==> src/rtl/fft_pkg.sv <==
// Shared types and constant helpers for the radix-2 FFT stage pipeline:
// twiddle generation, butterfly mode selection and lane slicing.
package fft_pkg;

  localparam int FFT_N   = 3;
  localparam int FFT_W   = 2 ** FFT_N;
  localparam int FFT_PTS = 8;

  typedef enum int {TW_ONE, TW_NEGJ, TW_MULT} tw_mode_e;

  // c = cos, s = -sin, both Q2.(W-2)
  typedef struct packed {
    logic signed [31:0] c;
    logic signed [31:0] s;
  } twid_t;

  function automatic int fft_rnd(input int w);
    return 2 ** (w - 3);
  endfunction

  localparam int FFT_RND = fft_rnd(FFT_W);

  function automatic int lane_lo(input int k, input int w);
    return k * w;
  endfunction

  function automatic tw_mode_e tw_mode(input int t, input int pts);
    if (t == 0)            return TW_ONE;
    else if (t == pts / 4) return TW_NEGJ;
    else                   return TW_MULT;
  endfunction

  // Elaboration-time only: rounds exp(-j2*pi*t/pts) to nearest Q2.(w-2).
  function automatic twid_t twiddle(input int t, input int pts, input int w);
    real ang, one;
    twid_t r;
    ang  = 2.0 * 3.14159265358979 * t / pts;
    one  = real'(2 ** (w - 2));
    r.c  = $rtoi($floor(one * $cos(ang) + 0.5));
    r.s  = $rtoi($floor(-one * $sin(ang) + 0.5));
    return r;
  endfunction

endpackage

==> src/rtl/fft_stage_pipe_if.sv <==
// Frame handshake bundle between FFT stages: input frame, output frame,
// valid/ready on each side and the sticky overflow flag.
interface fft_stage_pipe_if #(
  parameter int W   = 8,
  parameter int PTS = 8
);
  logic             in_valid;
  logic             in_ready;
  logic [PTS*W-1:0] in_r;
  logic [PTS*W-1:0] in_i;
  logic             out_valid;
  logic             out_ready;
  logic [PTS*W-1:0] out_r;
  logic [PTS*W-1:0] out_i;
  logic             ovf;

  modport master (
    output in_valid, in_r, in_i, out_ready,
    input  in_ready, out_valid, out_r, out_i, ovf
  );

  modport slave (
    input  in_valid, in_r, in_i, out_ready,
    output in_ready, out_valid, out_r, out_i, ovf
  );
endinterface

==> src/rtl/fft_bfly_pipe.sv <==
// Two-register complex butterfly with a fixed twiddle.
// FFT_STAGE_SCALE_EN: halve every sum (round half up) and never flag overflow.
module fft_bfly_pipe
  import fft_pkg::*;
#(
  parameter int       W    = 8,
  parameter tw_mode_e MODE = TW_ONE,
  parameter int       TC   = 0,
  parameter int       TS   = 0
) (
  input  logic                clk,
  input  logic                rst,
  input  logic                en_i,
  input  logic signed [W-1:0] a_r_i,
  input  logic signed [W-1:0] a_i_i,
  input  logic signed [W-1:0] b_r_i,
  input  logic signed [W-1:0] b_i_i,
  output logic        [W-1:0] y0_r_o,
  output logic        [W-1:0] y0_i_o,
  output logic        [W-1:0] y1_r_o,
  output logic        [W-1:0] y1_i_o,
  output logic                ovf_o
);
  localparam logic signed [W-1:0] C   = W'(TC);
  localparam logic signed [W-1:0] S   = W'(TS);
  localparam logic signed [2*W:0] RND = (2*W+1)'(fft_rnd(W));

  logic signed [W-1:0] a_r_q, a_i_q, nbr;
  logic signed [W:0]   wb_r_d, wb_i_d, wb_r_q, wb_i_q;
  logic signed [2*W:0] pr, pi;
  logic        [W:0]   s0_r, s0_i, s1_r, s1_i;
  logic        [W-1:0] y0_r_q, y0_i_q, y1_r_q, y1_i_q;

  always_comb begin
    pr  = b_r_i * C - b_i_i * S + RND;
    pi  = b_r_i * S + b_i_i * C + RND;
    nbr = -b_r_i;
    case (MODE)
      TW_ONE: begin
        wb_r_d = {b_r_i[W-1], b_r_i};
        wb_i_d = {b_i_i[W-1], b_i_i};
      end
      TW_NEGJ: begin
        // -j*b; -b_r wraps at W bits so -min stays -min
        wb_r_d = {b_i_i[W-1], b_i_i};
        wb_i_d = {nbr[W-1], nbr};
      end
      default: begin
        wb_r_d = (W+1)'(pr >>> (W - 2));
        wb_i_d = (W+1)'(pi >>> (W - 2));
      end
    endcase
  end

  assign s0_r = {a_r_q[W-1], a_r_q} + wb_r_q;
  assign s0_i = {a_i_q[W-1], a_i_q} + wb_i_q;
  assign s1_r = {a_r_q[W-1], a_r_q} - wb_r_q;
  assign s1_i = {a_i_q[W-1], a_i_q} - wb_i_q;

`ifdef FFT_STAGE_SCALE_EN
  function automatic logic [W-1:0] red(input logic [W:0] s);
    logic [W:0] t;
    t = s + (W+1)'(1);
    return t[W:1];
  endfunction
  assign ovf_o = 1'b0;
`else
  function automatic logic [W-1:0] red(input logic [W:0] s);
    return s[W-1:0];
  endfunction
  assign ovf_o = (s0_r[W] ^ s0_r[W-1]) | (s0_i[W] ^ s0_i[W-1]) |
                 (s1_r[W] ^ s1_r[W-1]) | (s1_i[W] ^ s1_i[W-1]);
`endif

  always_ff @(posedge clk or posedge rst) begin
    if (rst) begin
      a_r_q  <= '0;
      a_i_q  <= '0;
      wb_r_q <= '0;
      wb_i_q <= '0;
      y0_r_q <= '0;
      y0_i_q <= '0;
      y1_r_q <= '0;
      y1_i_q <= '0;
    end else if (en_i) begin
      a_r_q  <= a_r_i;
      a_i_q  <= a_i_i;
      wb_r_q <= wb_r_d;
      wb_i_q <= wb_i_d;
      y0_r_q <= red(s0_r);
      y0_i_q <= red(s0_i);
      y1_r_q <= red(s1_r);
      y1_i_q <= red(s1_i);
    end
  end

  assign y0_r_o = y0_r_q;
  assign y0_i_o = y0_i_q;
  assign y1_r_o = y1_r_q;
  assign y1_i_o = y1_i_q;
endmodule

==> src/rtl/fft_stage_pipe.sv <==
// One pipelined radix-2 DIT stage over a 2**LOG2_PTS-point complex frame.
// Owns the valid pipe, the shared advance enable and the sticky overflow.
module fft_stage_pipe
  import fft_pkg::*;
#(
  parameter int N        = 3,
  parameter int LOG2_PTS = 3,
  parameter int STAGE    = 1
) (
  input  logic            clk,
  input  logic            rst,
  fft_stage_pipe_if.slave bus
);
  localparam int W   = 2 ** N;
  localparam int PTS = 2 ** LOG2_PTS;
  localparam int H   = 2 ** STAGE;
  localparam int NB  = PTS / 2;

  logic          en;
  logic [1:0]    vld_q;
  logic          ovf_q;
  logic [NB-1:0] bf_ovf;

  // Whole pipe stalls together so out_* holds while the sink refuses it.
  assign en            = !vld_q[1] || bus.out_ready;
  assign bus.in_ready  = en;
  assign bus.out_valid = vld_q[1];
  assign bus.ovf       = ovf_q;

  always_ff @(posedge clk or posedge rst) begin
    if (rst) begin
      vld_q <= '0;
      ovf_q <= 1'b0;
    end else if (en) begin
      vld_q <= {vld_q[0], bus.in_valid};
      if (vld_q[0] && |bf_ovf) ovf_q <= 1'b1;
    end
  end

  for (genvar g = 0; g < NB; g++) begin : g_bfly
    localparam int       I  = (g / H) * 2 * H + (g % H);
    localparam int       T  = (I % H) * (PTS / (2 * H));
    localparam twid_t    TW = twiddle(T, PTS, W);
    localparam tw_mode_e M  = tw_mode(T, PTS);
    localparam int       LA = lane_lo(I, W);
    localparam int       LB = lane_lo(I + H, W);

    fft_bfly_pipe #(
      .W   (W),
      .MODE(M),
      .TC  (int'(TW.c)),
      .TS  (int'(TW.s))
    ) u_bfly (
      .clk   (clk),
      .rst   (rst),
      .en_i  (en),
      .a_r_i (bus.in_r[LA +: W]),
      .a_i_i (bus.in_i[LA +: W]),
      .b_r_i (bus.in_r[LB +: W]),
      .b_i_i (bus.in_i[LB +: W]),
      .y0_r_o(bus.out_r[LA +: W]),
      .y0_i_o(bus.out_i[LA +: W]),
      .y1_r_o(bus.out_r[LB +: W]),
      .y1_i_o(bus.out_i[LB +: W]),
      .ovf_o (bf_ovf[g])
    );
  end
endmodule
==> src/flat_wrapper.sv <==
// flat-port wrapper written by rule: the top's interface ports become plain ports
module fft_stage_pipe_flat import fft_pkg::*;
#(
  parameter int N        = 3,
  parameter int LOG2_PTS = 3,
  parameter int STAGE    = 1
)
  (clk, rst, bus_in_valid, bus_in_r, bus_in_i, bus_out_ready, bus_in_ready, bus_out_valid, bus_out_r, bus_out_i, bus_ovf);
  fft_stage_pipe_if bus_i ();
  input  logic clk;
  input  logic rst;
  input wire logic [$bits(bus_i.in_valid)-1:0] bus_in_valid;
  input wire logic [$bits(bus_i.in_r)-1:0] bus_in_r;
  input wire logic [$bits(bus_i.in_i)-1:0] bus_in_i;
  input wire logic [$bits(bus_i.out_ready)-1:0] bus_out_ready;
  output wire logic [$bits(bus_i.in_ready)-1:0] bus_in_ready;
  output wire logic [$bits(bus_i.out_valid)-1:0] bus_out_valid;
  output wire logic [$bits(bus_i.out_r)-1:0] bus_out_r;
  output wire logic [$bits(bus_i.out_i)-1:0] bus_out_i;
  output wire logic [$bits(bus_i.ovf)-1:0] bus_ovf;
  assign bus_i.in_valid = bus_in_valid;
  assign bus_i.in_r = bus_in_r;
  assign bus_i.in_i = bus_in_i;
  assign bus_i.out_ready = bus_out_ready;
  assign bus_in_ready = bus_i.in_ready;
  assign bus_out_valid = bus_i.out_valid;
  assign bus_out_r = bus_i.out_r;
  assign bus_out_i = bus_i.out_i;
  assign bus_ovf = bus_i.ovf;
  fft_stage_pipe #(.N(N), .LOG2_PTS(LOG2_PTS), .STAGE(STAGE)) u_core (.clk(clk), .rst(rst), .bus(bus_i));
endmodule
==> config.mk <==
export PLATFORM = sky130hd
export DESIGN_NAME = fft_stage_pipe_flat
export DESIGN_NICKNAME = d
export VERILOG_FILES = /design/src/rtl/fft_pkg.sv /design/src/rtl/fft_stage_pipe_if.sv /design/src/rtl/fft_bfly_pipe.sv /design/src/rtl/fft_stage_pipe.sv /design/src/flat_wrapper.sv
export SDC_FILE = /design/constraint.sdc
export NUM_CORES = 1
export LEC_CHECK = 0
export BUFFER_PORTS_ARGS = -buffer_cell sky130_fd_sc_hd__buf_2
export CORE_MARGIN = 5
export CORE_UTILIZATION = 50
export DETAILED_ROUTE_END_ITERATION = 10
export PLACE_DENSITY = 0.74
export SETUP_SLACK_MARGIN = 0.5
export SLEW_MARGIN = 20
export SYNTH_ARGS = -nofsm -noshare
export SYNTH_HDL_FRONTEND = slang
export SYNTH_HIERARCHICAL = 1
export SYNTH_SLANG_ARGS = --single-unit
==> constraint.sdc <==
create_clock -name clk -period 3.29 [get_ports clk]
set_input_delay 0 -clock clk [delete_from_list [all_inputs] [get_ports clk]]
set_output_delay 0 -clock clk [all_outputs]
set_load 0.05 [all_outputs]
==> impl_results.md, run 1 <==
- Clock slew at reported path FFs: about 0.060 ns
- Unique cell type count in the Yosys netlist: 90
- 1st-pass router iterations: 5
- GPL Wtd Cong: a little under 0.9
- CP required: between 3 and 4 ns
- Most common cell after layout, fill and taps aside: buf_2
- Gr ovfl total: 0
- H-tree depth: 1
- Pin count of the biggest net entering global routing: between 70 and 80
- Synth Instances: 1538
- Worst Hold Class: in -> reg
- Seq pwr share: around 30%
- Die height: roughly 180 um
- Layout area overhead: 25.91%
- Core area: between 20000 and 30000 sq um
- P per Cell Area: 789.0 nW/um^2
- Endpoints failing setup: 0
- Net Sw Frac: between 40% and 50%
- EDFF count, synth: 0
- Drt drc: 0
- Slew Viols, Final: 0
- Fraction of registers with async set/reset: between 90% and 100%
- Number of global-route vias before repair: around 13000
- Max VDD drop: 0.0008967 V
- Main synth FF type: dfrtp_1
- Clock skew: 0.01967 ns
- Dpl cells: 2121
- Worst EP arrival: 3.54 ns
- Post-Route Setup TNS: 0 ns
- CP Max Fanout: 2
- GR Util met3: 3.592%
- Maxcap violations: 0
- Post-synth net total: 1816
- Non-filler instance count after layout: about 2300
- Nets: between 2000 and 2500
- Gate power share: a little under half
- # IOs: roughly 260
- Max-slew headroom: 40.78%
- Initial antenna violation count: 2
- Buffers on Ports: roughly 260
- Max frequency: ~320 MHz
- Post-DP HPWL: approximately 26000 um
- Die ar.: 33940 sq um
- Startpoint Class: register
- Vias per cell: 5.326
- Row cnt: 63
- Leak: roughly 0.0090 uW
- Layout cells sized above 1: a little under a quarter
- Avg Cell Area, Syn: 9.867 sq um
- TritonCTS clock tree: done
- Routed WL: approximately 38000 um
- Yosys Warn Count: 6
- Crit end category: register
- CTS Buf Count: 28
- GRT Overall Usage: 21.82%
- Yosys reg bits: ~250
- Seq/Total Area, Yosys: roughly two fifths
- Initial core utilization: between 50% and 60%
- Fillers: around 2300
- Final Hold Violating Endpoints: 0
- Global-route wire length before repair: between 60000 and 70000 um
- Vias: approximately 12000
- Switching power total: about 6700 uW
- Tightest Pin Transition: about 0.89 ns
- Clock share of power: around 22%
- DR WL/cell: approximately 16 um
- P_int: 8382 uW
- Crit path kind: reg -> reg
- Final min period: 3.113 ns
- Fin crit share: between 90 and 100%
- Routed Antenna Nets: 0
- Outcome: complete, no violations
- Clk buf depth: 3
- Clk_lat worst skew: 0.54 ns
- RSZ-0062 raised after global routing: yes
- Cell Area, Synth: between 15000 and 20000 sq um
- Clk sinks: ~250
- Die width: 184.2 um
- Root Buffer: clkbuf_16
- GR peak layer: met2
- M1 GR Usage: ~29%
- Most frequent cells in the layout: 262 x buf_2, 251 x dfrtp_1, 148 x nor2_1
- Drt initial violations: around 610
- M2 GR Usage: a little under two fifths
worst paths after layout:
check                                                  start                                 to  slack [ns]  depth (start not counted)
setup reg to reg           u_core/g_bfly[1].u_bfly/wb_i_q[0]                     u_core/bus.ovf        0.18                         11
max in group asynchronous                                rst   u_core/g_bfly[0].u_bfly/a_i_q[1]        2.16                          4
hold / removal                                  bus_in_r[18]  u_core/g_bfly[0].u_bfly/wb_r_q[2]        0.22                          4
setup / recovery           u_core/g_bfly[1].u_bfly/wb_i_q[0]                     u_core/bus.ovf        0.18                         11
hold reg to reg            u_core/g_bfly[2].u_bfly/y1_i_o[3]  u_core/g_bfly[2].u_bfly/y1_i_o[3]        0.48                          1
min in group asynchronous                                rst   u_core/g_bfly[2].u_bfly/a_r_q[5]        0.26                          3
flip-flops by register name (all words and copies together), names as in the netlist:
register / cells
u_core/g_bfly.u_bfly/a_i_q: 32
u_core/g_bfly.u_bfly/y1_i_o: 32
u_core/bus.ovf: 1
u_core/g_bfly.u_bfly/y0_i_o: 28
u_core/g_bfly.u_bfly/wb_i_q: 32
u_core/g_bfly.u_bfly/y0_r_o: 30
u_core/g_bfly.u_bfly/wb_r_q: 32
u_core/g_bfly.u_bfly/y1_r_o: 30
u_core/g_bfly.u_bfly/a_r_q: 32
u_core/vld_q: 2
Yosys cell counts, drive strengths merged (4+ instances only):
cell type    n  area, sq um
a211o        4        36.29
a211oi      11        82.58
a21o        13        97.59
a21oi       86        434.2
a221oi       7        73.82
a31oi        6        58.80
buf         54        356.6
clkbuf      36        136.4
dfrtp      251         6281
fa          16        320.3
ha         130         1627
inv        128        480.5
mux2        93         1055
nand2      111        416.7
nand2b      22        137.6
nand3        4        20.02
nand4        5        31.28
nor2       149        561.8
nor2b       21        131.4
nor3        27        146.4
nor3b        7        57.55
nor4         6        37.54
o2111ai      4        35.03
o21a        26        195.2
o21ai      115        579.3
o21bai      11        86.33
o22ai        4        37.53
o311a        5        50.05
o311ai       4        35.04
o31a         8        70.07
o31ai        7        57.55
or2          5        31.28
or3         12        75.07
or4          6        48.80
xnor2       77        674.4
xor2        19        166.4
worst max-delay path, cell delays in order, from the launching register on:
cell	delay, ns
dfrtp_1	0.36
ha_2	0.20
inv_2	0.04
fa_2	0.36
o21ba_1	0.22
or4_4	0.42
a211o_1	0.28
and3_1	0.17
nor3_2	0.13
nand4_1	0.20
or4_1	0.45
a31o_1	0.20
routing by layer:
metal	wire (um)	share of wire (%)
met5	13	0.034
met4	1256	3.3
met3	2178	5.8
met2	18030	48
met1	16290	43
metrics by stage:
stage | power, uW | cell area [sq um] | hold WS, ns | util, % | setup slack, ns
2_1_floorplan | 9965 | 15180 | -0.2464 | - | 0.4674
3_3_place_gp | 11440 | 16680 | -0.03176 | 55.97 | 0.1360
3_5_place_dp | 11590 | 16680 | -0.03036 | 55.97 | 0.06949
4_1_cts | 15120 | 19080 | 0.1700 | 64.05 | 0.1427
5_1_grt | 15920 | 19110 | 0.2147 | 64.13 | 0.02939
6_report | 15080 | 19110 | 0.2165 | 64.13 | 0.1770
logic make-up (layout without fill, tap and decap cells):
family | after synthesis | after routing | synth area share (%)
simple gates | 395 | 395 | 12.41
compound gates | 336 | 336 | 14.27
flops | 251 | 251 | 41.39
buf+inv | 218 | 602 | 6.414
fa+ha+maj | 146 | 146 | 12.83
xor+xnor | 96 | 96 | 5.540
mux | 96 | 96 | 7.148
other cells | 0 | 1 | 0
cell type report:
class | count | area [sq um] | area share, %
antenna | 1 | 2.502 | 0.01310
clock buffer | 42 | 854.6 | 4.473
clock inverter | 7 | 138.9 | 0.7269
inverter | 128 | 481.7 | 2.521
multi-input combinational | 1069 | 7950 | 41.61
sequential | 251 | 6281 | 32.87
tap | 390 | 488.0 | 2.554
timing repair buffer | 425 | 2910 | 15.23
power groups by stage:
stage               clock network, uW  logic (uW)  registers (uW)
global placement                    0        6930            4510
CTS                              3400        7210            4500
global route                     3540        7760            4620
finish                           3330        7240            4510
floorplan                           0        3190            6770
detailed placement                  0        7040            4540
repair_timing:
item,CTS,global route
setup endpoints to repair,1,1
resized for setup,1,3
setup buffers,1,1
pin swaps,2,4
hold buffers,140,0
endpoints found under the hold margin,297,0
Note: power is estimated with default switching activity, not from simulation.
==> run 2, diff against run 1 <==
==> constraint.sdc (replaced) <==
create_clock -name clk -period 3.29 [get_ports clk]
set_input_delay 0.658 -clock clk [delete_from_list [all_inputs] [get_ports clk]]
set_output_delay 0.658 -clock clk [all_outputs]
set_load 0.05 [all_outputs]
==> run 2 against run 1 <==
Via count fell by 5.9%. Register-to-register slack hardly changed. First-iteration DRC count decreased by 28%. Fmax about the same. Critical path type unchanged. Largest power group unchanged. Highest routed layer unchanged.
==> impl_results.md, run 2 (synthesis results as in run 1) <==
- Switching power total: 6555 uW
- Most frequent cells in the layout: 262 x buf_2, 251 x dfrtp_1, 148 x nor2_1
- Root Buffer: clkbuf_16
- Tightest Pin Transition: slightly above 0.8 ns
- Initial core utilization: between 50% and 60%
- TritonCTS clock tree: done
- Outcome: complete, no violations
- Row cnt: between 60 and 70
- Maxcap violations: 0
- Drt initial violations: 444
- Worst Hold Class: in -> async
- Final min period: about 3.1 ns
- Global-route wire length before repair: ~58000 um
- Max frequency: ~320 MHz
- Critical-path cell list: ha_2 > inv_2 > fa_2 > o21ba_1 > or4_4 > a211o_1 > and3_1 > nor3_2 > nand4_1 > or4_1 > a31o_1
- Slew Viols, Final: 0
- Buffers on Ports: 262
- Critical-path top delay cell: or4_1
- Vias per cell: about 5.3
- Clk_lat worst skew: 0.54 ns
- Pin count of the biggest net entering global routing: 50
- Crit path kind: reg -> reg
- Gr ovfl total: 0
- Finished Cell Area: about 18000 sq um
- CP required: between 3 and 4 ns
- Initial antenna violation count: 3
- Vias: 11590
- Startpoint Class: register
- Hold buffers post-CTS: 0
- Drt drc: 0
- Post-DP HPWL: around 27000 um
- CP Max Fanout: 3
- Worst EP arrival: 3.54 ns
- Endpoints failing setup: 0
- Clock slew at reported path FFs: around 0.05 ns
- Max-slew headroom: between 40% and 50%
- Delay-heaviest family, CP: simple AND/OR/NAND/NOR gates
- Die width: approximately 180 um
- P_int: around 8000 uW
- 1st-pass router iterations: 4
- Routed WL: ~35000 um
- Max VDD drop: between 0.0007 and 0.0008 V
- P per Cell Area: 827.1 nW/um^2
- Dpl cells: around 2100
- Seq pwr share: a little under a third
- Non-filler instance count after layout: 2179
- Clk sinks: between 200 and 300
- H-tree depth: 1
- Gate power share: roughly 48%
- RSZ-0062 raised after global routing: yes
- Number of global-route vias before repair: about 12000
- Clock skew: around 0.0069 ns
- # IOs: approximately 260
- CP peak stage delay: roughly 0.43 ns
- Fin crit share: 94.59%
- Clk buf depth: 3
- Final Hold Violating Endpoints: 0
- DR WL/cell: 15.87 um
- CTS Buf Count: 28
- Crit end category: register
- Net Sw Frac: 44.76%
- Routed Antenna Nets: 0
- GPL Wtd Cong: roughly 0.9
- Nets: around 2000
- GRT Overall Usage: between 20 and 25%
- Leak: 0.008427 uW
- Die height: ~180 um
- Layout cells sized above 1: between 20% and 30%
- Clock share of power: approximately a fifth
- Layout area overhead: 16.66%
- Most common cell after layout, fill and taps aside: buf_2
- DP Area: 16760 sq um
- CP Buf/Inv Count: 1
- Core area: 29800 sq um
- Post-Route Setup TNS: 0 ns
- Die ar.: between 30000 and 40000 sq um
[run 2: layer usage]
layer	vias up	GRT usage, %	share of wire, %	routed length [um]
met3	46	3.651	6.3	2188
li1	5683	-	-	-
met2	284	34.44	48	16550
met1	5570	27.22	44	15290
met4	6	3.727	1.5	524
met5	-	0	0.098	34
[run 2: final cells by class]
class	count	area [sq um]
diodes	2	5.005
clock buffers	41	840.8
clock inverters	5	75.07
fillers	2462	12090
inverters	128	481.7
multi-input cells	1069	7951
flip-flops and latches	251	6281
well taps	390	488.0
repair buffers	293	1582
[run 2: final timing paths]
kind | from | end | slack, ns | depth (start not counted)
min in group clk | bus_in_r[52] | u_core/g_bfly[2].u_bfly/wb_r_q[4] | 0.33 | 3
worst max-delay path | u_core/g_bfly[1].u_bfly/wb_i_q[0] | u_core/bus.ovf | 0.18 | 11
worst min-delay path | rst | u_core/vld_q[1] | 0.08 | 2
worst min register to register | u_core/g_bfly[0].u_bfly/y1_i_o[4] | u_core/g_bfly[0].u_bfly/y1_i_o[4] | 0.47 | 1
worst max register to register | u_core/g_bfly[1].u_bfly/wb_i_q[0] | u_core/bus.ovf | 0.18 | 11
max in group asynchronous | rst | u_core/g_bfly[2].u_bfly/a_i_q[2] | 2.30 | 3
[run 2: what timing repair did]
| action | in CTS | in global routing |
|---|---|---|
| setup buffers | 0 | 1 |
| pin swaps | 1 | 1 |
| endpoints found under the setup margin | 1 | 1 |
| resized for setup | 1 | 2 |
[run 2: power by group through the flow]
stage	Sequential (uW)	Clock [uW]	Combinational [uW]
after floorplan	6770	0	3190
after global routing	4610	3310	7600
after global placement	4510	0	6950
after CTS	4500	3190	7090
after detailed placement	4540	0	7050
final	4490	3090	7060
[run 2: stage by stage]
stage	hold WS (ns)	setup WS [ns]	total power, uW	utilization, %
floorplan	0.4116	0.4674	9965	-
global placement	0.4566	0.1066	11460	56.24
detailed placement	0.4663	0.01648	11590	56.24
CTS	0.05618	0.1071	14790	59.33
global route	0.09024	0.03042	15530	59.40
finish	0.08068	0.1780	14640	59.42
[run 2: worst reg2reg max path, stage by stage (launching register included)]
cell and delay (ns):
dfrtp_1 0.37, ha_2 0.19, inv_2 0.04, fa_2 0.37, o21ba_1 0.21, or4_4 0.42
a211o_1 0.28, and3_1 0.18, nor3_2 0.15, nand4_1 0.18, or4_1 0.43, a31o_1 0.18
==> run 3, diff against run 2 <==
--- a/config.mk
+++ b/config.mk
@@ -9,7 +9,7 @@
 export CORE_MARGIN = 5
 export CORE_UTILIZATION = 50
 export DETAILED_ROUTE_END_ITERATION = 10
-export PLACE_DENSITY = 0.74
+export PLACE_DENSITY = 0.77
 export SETUP_SLACK_MARGIN = 0.5
 export SLEW_MARGIN = 20
 export SYNTH_ARGS = -nofsm -noshare
==> constraint.sdc (replaced) <==
create_clock -name clk -period 2.6 [get_ports clk]
set_input_delay 0.52 -clock clk [delete_from_list [all_inputs] [get_ports clk]]
set_output_delay 0.52 -clock clk [all_outputs]
set_load 0.05 [all_outputs]
==> run 3 against run 2 <==
The flow now finishes with violations (negative setup slack). Routed wire length grew 29%. Clock-buffer cell count shrank 8. Sequential cell count is the same. Clock power grew 49%. Clock skew grew 0.013 ns.
==> impl_results.md, run 3 (synthesis results as in run 1) <==
- Initial antenna violation count: 1
- TritonCTS clock tree: done
- Row cnt: 63
- Switching power total: around 9500 uW
- Layout area overhead: 39.94%
- Max frequency: approximately 320 MHz
- Clock share of power: approximately a fifth
- Clock skew: around 0.020 ns
- Pin count of the biggest net entering global routing: 63
- P per Cell Area: 1025 nW/um^2
- Maxcap violations: 0
- Worst Hold Class: in -> reg
- Initial core utilization: 50.93%
- P_int: 12320 uW
- Drt initial violations: 701
- Worst EP arrival: approximately 3.6 ns
- Clk_lat worst skew: about 0.55 ns
- Drt drc: 0
- # IOs: between 200 and 300
- Startpoint Class: register
- Endpoints failing setup: 1
- Final Util: between 70 and 80%
- Routed WL: around 44000 um
- Final Worst Setup Slack: -0.5446 ns
- Nets: roughly 2300
- RSZ-0062 raised after global routing: yes
- DR WL/cell: approximately 18 um
- Root Buffer: clkbuf_16
- Crit end category: register
- Leak: just over 0.01 uW
- 1st-pass router iterations: 5
- Tightest Pin Transition: between 0.6 and 0.7 ns
- Multi-input logic area: between 8000 and 9000 sq um
- H-tree depth: 1
- Most frequent cells in the layout: 264 x buf_4, 263 x buf_2, 249 x dfrtp_1
- Clk buf depth: 3
- Clk sinks: between 200 and 300
- Slew Viols, Final: 0
- Antenna diodes: 0
- Gate power share: 52.5%
- Gr ovfl total: 0
- Register area: 6284 sq um
- Buffers on Ports: roughly 260
- Fillers: between 2000 and 2500
- Die height: about 180 um
- Core area: between 20000 and 30000 sq um
- CTS Buf Count: 29
- Final Hold Violating Endpoints: 0
- Fin crit share: 120.9%
- GPL Wtd Cong: 0.8774
- Post-Route Setup TNS: -0.5446 ns
- Net Sw Frac: 43.40%
- Routed Antenna Nets: 0
- Vias: approximately 13000
- Final min period: 3.145 ns
- Clock slew at reported path FFs: around 0.060 ns
- Layout cells sized above 1: between 40 and 50%
- CP required: 3.04 ns
- Vias per cell: about 5.4
- Failing checks: negative setup slack
- Most common cell after layout, fill and taps aside: buf_4
- Seq pwr share: 26.4%
- Global-route wire length before repair: 66570 um
- Max VDD drop: 0.0008431 V
- Number of global-route vias before repair: around 13000
- Post-DP HPWL: slightly below 30000 um
- CP Max Fanout: 2
- Crit path kind: reg -> reg
- Die ar.: between 30000 and 40000 sq um
- Die width: about 180 um
- Max-slew headroom: between 50% and 60%
- Outcome: complete, but fails checks
- GRT Overall Usage: between 20% and 30%
[run 3: metrics by stage]
| step | hold slack (ns) | instances | total power (uW) | setup slack, ns | cell area (sq um) |
|---|---|---|---|---|---|
| after detailed placement | 0.4713 | 2361 | 15720 | -0.4832 | 18540 |
| after global placement | 0.4501 | 2361 | 15480 | -0.4532 | 18540 |
| after floorplan | 0.2736 | 1538 | 12610 | -0.2208 | 15190 |
| final | 0.1741 | 2468 | 21770 | -0.5446 | 21240 |
| after global routing | 0.1598 | 2468 | 22870 | -0.6114 | 21240 |
| after CTS | 0.1461 | 2435 | 20800 | -0.4299 | 20180 |
[run 3: area by class of cell]
cell class | count | share of cell area, %
Timing Repair Buffer | 576 | 18.41
Clock inverter | 20 | 1.479
Sequential cell | 251 | 29.59
Clock buffer | 33 | 3.582
Inverter | 128 | 2.274
Multi-Input combinational cell | 1070 | 42.37
Tap cell | 390 | 2.298
[run 3: worst paths after layout]
| path | from | endpoint | slack (ns) | depth (start not counted) |
|---|---|---|---|---|
| hold / removal | bus_in_i[20] | u_core/g_bfly[0].u_bfly/wb_i_q[4] | 0.17 | 3 |
| hold reg to reg | u_core/g_bfly[2].u_bfly/y1_r_o[1] | u_core/g_bfly[2].u_bfly/y1_r_o[1] | 0.48 | 2 |
| max in group asynchronous | rst | u_core/g_bfly[2].u_bfly/a_i_q[1] | 1.24 | 4 |
| min in group asynchronous | rst | u_core/vld_q[0] | 0.49 | 3 |
| setup / recovery | u_core/g_bfly[1].u_bfly/wb_i_q[0] | u_core/bus.ovf | -0.54 | 11 |
| setup reg to reg | u_core/g_bfly[1].u_bfly/wb_i_q[0] | u_core/bus.ovf | -0.54 | 11 |
[run 3: what timing repair did]
item                                    in CTS  in global routing
buffers inserted                            19                 32
endpoints found under the setup margin      25                 35
gates resized for setup                     86                171
endpoints found under the hold margin        3                  0
hold buffers                                 1                  0
cloned                                       1                  1
pin swaps                                   30                 65
[run 3: routing by layer]
metal,vias up,global-route usage (%),wire length (um)
met1,6474,29.96,17880
li1,6256,-,-
met4,2,5.945,1026
met2,466,41.60,22720
met3,87,3.848,2798
met5,-,0,13
[run 3: power by group through the flow]
stage	Sequential, uW	Combinational [uW]	Clock [uW]
2_1_floorplan	8570	4040	0
5_1_grt	5860	12100	4870
3_5_place_dp	5730	9990	0
4_1_cts	5700	10400	4690
6_report	5740	11400	4600
3_3_place_gp	5680	9800	0
[run 3: worst max-delay path: stages, from the launching register on]
cell     delay (ns)
dfrtp_1        0.36
ha_2           0.21
inv_2          0.05
fa_2           0.36
o21ba_1        0.22
or4_4          0.43
a211o_1        0.31
and3_1         0.20
nor3_2         0.13
nand4_1        0.16
or4_1          0.43
a31o_1         0.19
